## src/rtl/npc_pipe_pkg.sv

```systemverilog
// npc_pipe_pkg: shared definitions for NPC pipeline-stage registers.
//   - stage_state_e : fill state of a pipe_stage_reg (EMPTY / ONE / TWO)
//   - OCC_*         : occupancy encodings reported on the occupancy port
//   - *_W           : default payload widths per pipeline boundary
//   - occ_of_state  : maps a fill state to its occupancy encoding
package npc_pipe_pkg;

  localparam int unsigned OCC_W = 2;

  localparam logic [OCC_W-1:0] OCC_EMPTY = 2'd0;
  localparam logic [OCC_W-1:0] OCC_ONE   = 2'd1;
  localparam logic [OCC_W-1:0] OCC_TWO   = 2'd2;

  // Default stage widths per pipeline boundary
  localparam int unsigned IF_ID_W  = 62;
  localparam int unsigned ID_EX_W  = 62;
  localparam int unsigned EX_MEM_W = 62;
  localparam int unsigned MEM_WB_W = 62;

  typedef enum logic [1:0] {
    ST_EMPTY = 2'd0,
    ST_ONE   = 2'd1,
    ST_TWO   = 2'd2
  } stage_state_e;

  // Occupancy reported for a given fill state
  function automatic logic [OCC_W-1:0] occ_of_state(input stage_state_e st);
    logic [OCC_W-1:0] occ;
    occ = OCC_EMPTY;
    case (st)
      ST_EMPTY: occ = OCC_EMPTY;
      ST_ONE:   occ = OCC_ONE;
      ST_TWO:   occ = OCC_TWO;
      default:  occ = OCC_EMPTY;
    endcase
    return occ;
  endfunction

endpackage : npc_pipe_pkg

```

## src/rtl/pipe_data_reg.sv

```systemverilog
// pipe_data_reg: enable register with synchronous active-low reset.
//   clk   : clock, rising edge
//   rst_n : synchronous active-low reset, loads RST_VAL
//   en    : load d on the next rising edge
//   d     : WIDTH-bit data in
//   q     : WIDTH-bit registered data out
module pipe_data_reg #(
  parameter int unsigned       WIDTH   = 62,
  parameter logic [WIDTH-1:0]  RST_VAL = {WIDTH{1'b0}}
) (
  input  logic             clk,
  input  logic             rst_n,
  input  logic             en,
  input  logic [WIDTH-1:0] d,
  output logic [WIDTH-1:0] q
);

  // Hold unless enabled; reset wins over enable
  always_ff @(posedge clk) begin
    if (!rst_n) begin
      q <= RST_VAL;
    end else if (en) begin
      q <= d;
    end
  end

endmodule : pipe_data_reg

```

## src/rtl/pipe_stage_reg.sv

```systemverilog
// pipe_stage_reg: one-cycle pipeline-stage register with valid/ready
// handshake, synchronous flush and optional two-entry skid buffer.
//   clk, rst_n          : clock (rising edge), synchronous active-low reset
//   in_valid/in_ready   : upstream handshake, in_data payload
//   out_valid/out_ready : downstream handshake, out_data payload
//   flush               : squash all held entries (an out_xfer still completes)
//   occupancy           : entries held, 0..2
// Build option: define PIPE_STAGE_REG_SKID_EN for the two-entry skid buffer
// with fully registered in_ready. Without it the stage holds a single entry
// and in_ready = out_ready || !out_valid (combinational from out_ready).
module pipe_stage_reg
  import npc_pipe_pkg::*;
#(
  parameter int unsigned       WIDTH   = 62,
  parameter logic [WIDTH-1:0]  RST_VAL = {WIDTH{1'b0}}
) (
  input  logic             clk,
  input  logic             rst_n,
  input  logic             in_valid,
  output logic             in_ready,
  input  logic [WIDTH-1:0] in_data,
  output logic             out_valid,
  input  logic             out_ready,
  output logic [WIDTH-1:0] out_data,
  input  logic             flush,
  output logic [1:0]       occupancy
);

  stage_state_e     state_q;
  stage_state_e     state_d;
  logic             main_valid_q;
  logic             main_en;
  logic [WIDTH-1:0] main_d;
  logic             in_xfer;
  logic             out_xfer;

  assign out_valid = main_valid_q;
  assign out_xfer  = main_valid_q & out_ready;
  assign in_xfer   = in_valid & in_ready;

`ifdef PIPE_STAGE_REG_SKID_EN

  logic             skid_valid_q;
  logic             in_ready_q;
  logic [1:0]       occ_q;
  logic             skid_en;
  logic             main_sel_skid;
  logic [WIDTH-1:0] skid_q;

  // Registered: no path from out_ready to in_ready
  assign in_ready  = in_ready_q;
  assign occupancy = occ_q;
  assign main_d    = main_sel_skid ? skid_q : in_data;

  // Next state and data-register enables; flush suppresses all data writes
  always_comb begin
    state_d       = state_q;
    main_en       = 1'b0;
    skid_en       = 1'b0;
    main_sel_skid = 1'b0;
    if (flush) begin
      state_d = ST_EMPTY;
    end else begin
      case (state_q)
        ST_EMPTY: begin
          if (in_xfer) begin
            state_d = ST_ONE;
            main_en = 1'b1;
          end
        end
        ST_ONE: begin
          if (in_xfer && out_xfer) begin
            main_en = 1'b1;
          end else if (in_xfer) begin
            state_d = ST_TWO;
            skid_en = 1'b1;
          end else if (out_xfer) begin
            state_d = ST_EMPTY;
          end
        end
        ST_TWO: begin
          // in_ready is low here, so only the drain transition exists
          if (out_xfer) begin
            state_d       = ST_ONE;
            main_en       = 1'b1;
            main_sel_skid = 1'b1;
          end
        end
        default: state_d = ST_EMPTY;
      endcase
    end
  end

  // State and registered status outputs, all derived from the next state
  always_ff @(posedge clk) begin
    if (!rst_n) begin
      state_q      <= ST_EMPTY;
      main_valid_q <= 1'b0;
      skid_valid_q <= 1'b0;
      in_ready_q   <= 1'b1;
      occ_q        <= OCC_EMPTY;
    end else begin
      state_q      <= state_d;
      main_valid_q <= (state_d != ST_EMPTY);
      skid_valid_q <= (state_d == ST_TWO);
      in_ready_q   <= (state_d != ST_TWO);
      occ_q        <= occ_of_state(state_d);
    end
  end

  pipe_data_reg #(
    .WIDTH   (WIDTH),
    .RST_VAL (RST_VAL)
  ) u_skid_reg (
    .clk   (clk),
    .rst_n (rst_n),
    .en    (skid_en),
    .d     (in_data),
    .q     (skid_q)
  );

`else

  // Single entry: accept whenever the held beat leaves this cycle
  assign in_ready  = out_ready | ~main_valid_q;
  assign occupancy = {1'b0, main_valid_q};
  assign main_d    = in_data;

  // Next state and main-register enable; flush suppresses data writes
  always_comb begin
    state_d = state_q;
    main_en = 1'b0;
    if (flush) begin
      state_d = ST_EMPTY;
    end else begin
      case (state_q)
        ST_EMPTY: begin
          if (in_xfer) begin
            state_d = ST_ONE;
            main_en = 1'b1;
          end
        end
        ST_ONE: begin
          // in_xfer here implies out_xfer, since in_ready needs out_ready
          if (in_xfer) begin
            main_en = 1'b1;
          end else if (out_xfer) begin
            state_d = ST_EMPTY;
          end
        end
        default: state_d = ST_EMPTY;
      endcase
    end
  end

  // State and registered valid bit
  always_ff @(posedge clk) begin
    if (!rst_n) begin
      state_q      <= ST_EMPTY;
      main_valid_q <= 1'b0;
    end else begin
      state_q      <= state_d;
      main_valid_q <= (state_d != ST_EMPTY);
    end
  end

`endif

  pipe_data_reg #(
    .WIDTH   (WIDTH),
    .RST_VAL (RST_VAL)
  ) u_main_reg (
    .clk   (clk),
    .rst_n (rst_n),
    .en    (main_en),
    .d     (main_d),
    .q     (out_data)
  );

endmodule : pipe_stage_reg

```

## config.mk

```make
export PLATFORM = sky130hd
export DESIGN_NAME = pipe_stage_reg
export DESIGN_NICKNAME = d
export VERILOG_FILES = /design/src/rtl/npc_pipe_pkg.sv /design/src/rtl/pipe_data_reg.sv /design/src/rtl/pipe_stage_reg.sv
export SDC_FILE = /design/constraint.sdc
export NUM_CORES = 1
export LEC_CHECK = 0
export CORE_AREA = 2 2 75 92
export CTS_CLUSTER_SIZE = 25
export DETAILED_ROUTE_END_ITERATION = 10
export DIE_AREA = 0 0 77 94
export PLACE_DENSITY = 0.83
export SYNTH_ARGS = -nofsm -noshare
export SYNTH_HDL_FRONTEND = slang
export SYNTH_SLANG_ARGS = --single-unit
```

## constraint.sdc

```tcl
create_clock -name clk -period 2.9 [get_ports clk]
set_clock_uncertainty 0.2 [all_clocks]
set_input_delay 0.87 -clock clk [delete_from_list [all_inputs] [get_ports clk]]
set_output_delay 0.87 -clock clk [all_outputs]
set_load 0.02 [all_outputs]
```

==> reports/metrics.yaml, run 1 <==
worst_hold_path:
  hold_path_depth: 2
  min_from: "u_main_reg.q[23]"
  hp-class: "flip-flop to flip-flop"
  hold_end: "u_main_reg.q[23]"
power:
  clockPowerShare: 0.340
  power_switching_mw: 0.4638
  swShare: 0.2460
  pwr-share-seq: 0.499
  powerDensity_mw_per_mm2: 457.5
  p_leak_nw: 1.540
  vdd_drop_max_uv: 272.6
  p_comb_frac: 0.161
  internal_power_mw: 1.422
setup_path:
  critPathCaptureType: "primary output"
  cp_max_fo: 2
  reg2reg_depth: 5
  r2r_end: "u_main_reg.q[28]"
  r2r_slack_ns: 1.37
  critPathMaxStageDelay_ns: 0.49
  slowest_stage: "clkdlybuf4s50_1"
  start_kind: "input port"
  crit_type: "input port to primary output"
  cp_cell_sequence: "clkdlybuf4s50_1 > nand2b_4 > clkbuf_2"
  cp_data_required_time_ns: 1.83
  reg2reg_from: "out_valid"
  critPathArrivalTime_ns: 1.67
clock_network:
  cts_hold_buf: 0
  clk_path_buf_depth: 2
  cts_tree: "yes"
  cts.clk_slew.worst_paths_ns: 0.06
  cts_sinks: 65
  clk_latency_ns: 0.32
  post-cts-setup-buffers: 0
  h-tree-depth: 3
  cts_root_buf: "clkbuf_8"
  cts_buffers: 9
cells_and_area:
  drive_gt1_frac: 0.06039
  stdcell_area_sq_mm: 0.004121
  nets: 477
  final_core_util: 0.6515
  n_antenna_cell: 0
  layout_common_cells: "clkdlybuf4s50_1 (129), nand2_1 (125), dfxtp_1 (65), mux2i_1 (62), clkbuf_8 (10)"
  final_common_cell: "clkdlybuf4s50_1"
  area_delta_synth_final_pct: 55.01
die:
  fp.coreArea_sq_mm: 0.006326
  die_y_microns: 94
  die-area_sq_mm: 0.007238
  num_rows: 32
  io-pin-count: 133
  die_x_microns: 77
  initial_core_util: 0.4203
placement:
  hpwl_microns: 4444
  gp_congestion: 0.6931
  place_ws_ns: -0.2895
  dpl-instance-area_sq_mm: 0.003965
  io_buffers: 131
synth:
  yosysUniqueCellTypes: 12
  ys_seq_elements: 65
  synth_cells: 283
  yosysSeqAreaShare: 0.4894
  synth_area_per_cell_sq_um: 9.395
  syn_area_sq_mm: 0.002659
  yosysWarnings: 0
grt:
  overflow: 0
  grt_pass1_wl_microns: 10160
  grt_max_degree: 45
  grt_pass1_vias: 2265
  antenna_found_initial: 0
  grt_use_total: 0.1763
sta:
  finalCriticalPeriod_ns: 2.745
  whs_ns: 0.2544
  rsz0062_at_grt: "false"
  finalSetupTns_ns: 0
  hold_violations: 0
  fin_crit_sh: 0.9465
  setup_ws_ns: 0.1553
  slew_viol_final: 0
  setup_violations: 0
  fmax_mhz: 364.3
route:
  via_per_inst: 4.547
  ant_nets: 0
  drcViolationCount: 0
  dr.pass1.iters: 4
  wire_per_inst_microns: 12.43
  num_vias: 2269
  routed_wl_microns: 6203
  first_iter_violations: 51
job:
  cap_viol_max_count: 0
status:
  status: "complete, no violations"
-- synthesized netlist by cell type, drive strengths merged --
cell type / number / area (sq um)
nand2: 125 / 469.2
dfxtp: 65 / 1301
mux2i: 62 / 620.6
clkbuf: 12 / 45.04
buf: 11 / 170.2
nor2: 3 / 11.26
a21oi: 1 / 5.000
and3: 1 / 11.26
conb: 1 / 3.750
nand2b: 1 / 13.76
o211ai: 1 / 7.510
-- layer usage --
layer | routed length, microns | track usage | part of all wire | vias up
met2 | 3027 | 0.3085 | 0.49 | 79
met5 | 0 | 0 | 0 | -
met3 | 475 | 0.06635 | 0.077 | 8
met4 | 109 | 0.06994 | 0.018 | 0
met1 | 2591 | 0.1930 | 0.42 | 1033
li1 | - | - | - | 1149
-- flip-flops by register name, summed over array words and instances, names as in the netlist --
signal / flops
state_q: 2
out_valid: 1
u_main_reg.q: 62
-- worst max path at each step --
stage | from | endpoint | slack [ns] | cells after the start
floorplan | out_ready | in_ready | 0.81 | 1
global placement | out_ready | in_ready | -0.27 | 3
detailed placement | out_ready | in_ready | -0.29 | 3
CTS | out_ready | in_ready | 0.01 | 3
global route | out_ready | in_ready | 0.12 | 3
finish | out_ready | in_ready | 0.16 | 3
-- stage by stage --
step,power (mW),std cells
final,1.886,499
after CTS,1.913,499
after global routing,1.982,499
after detailed placement,1.266,484
after global placement,1.260,484
after floorplan,1.109,284
-- logic make-up (layout without fill, tap and decap cells) --
logic type      count (synthesis)  count (layout)  synth area share
buf+inv                        23             153           0.08094
compound gates                  2               2          0.004705
simple gates                  130             130            0.1901
flops                          65              65            0.4894
other cells                     1               2          0.001410
mux                            62              62            0.2334
-- what timing repair did --
action,4_1_cts,5_1_grt
endpoints found under the setup margin,1,1
pin swaps,0,0
cloned,0,0
resized for setup,2,1
-- power by group through the flow --
stage / clock network, mW / registers, mW / logic (mW)
final: 0.641 / 0.940 / 0.304
after CTS: 0.665 / 0.940 / 0.308
after detailed placement: 0 / 0.960 / 0.306
after floorplan: 0 / 0.997 / 0.111
after global routing: 0.711 / 0.944 / 0.327
after global placement: 0 / 0.959 / 0.302
-- area by class of cell --
| cell class | count | area, sq um |
|---|---|---|
| well taps | 85 | 106.4 |
| clock buffers | 11 | 141.4 |
| clock inverters | 4 | 20.02 |
| repair buffers | 138 | 1406 |
| flip-flops and latches | 65 | 1301 |
| fillers | 569 | 2205 |
| multi-input cells | 196 | 1146 |
-- critical path: cells and delay by family --
| family | cells | cell delay (ns) |
|---|---|---|
| simple gates | 1 | 0.13 |
| buf+inv | 2 | 0.67 |
No activity file was read; power rests on OpenSTA's default activity.
==> inputs of run 2 (changes only) <==
--- a/config.mk
+++ b/config.mk
@@ -5,6 +5,7 @@
 export SDC_FILE = /design/constraint.sdc
 export NUM_CORES = 1
 export LEC_CHECK = 0
+export CAP_MARGIN = 10
 export CORE_AREA = 2 2 75 92
 export CTS_CLUSTER_SIZE = 25
 export DETAILED_ROUTE_END_ITERATION = 10
==> results of run 2 <==
Final layout, timing and power as in run 1 (identical DEF).
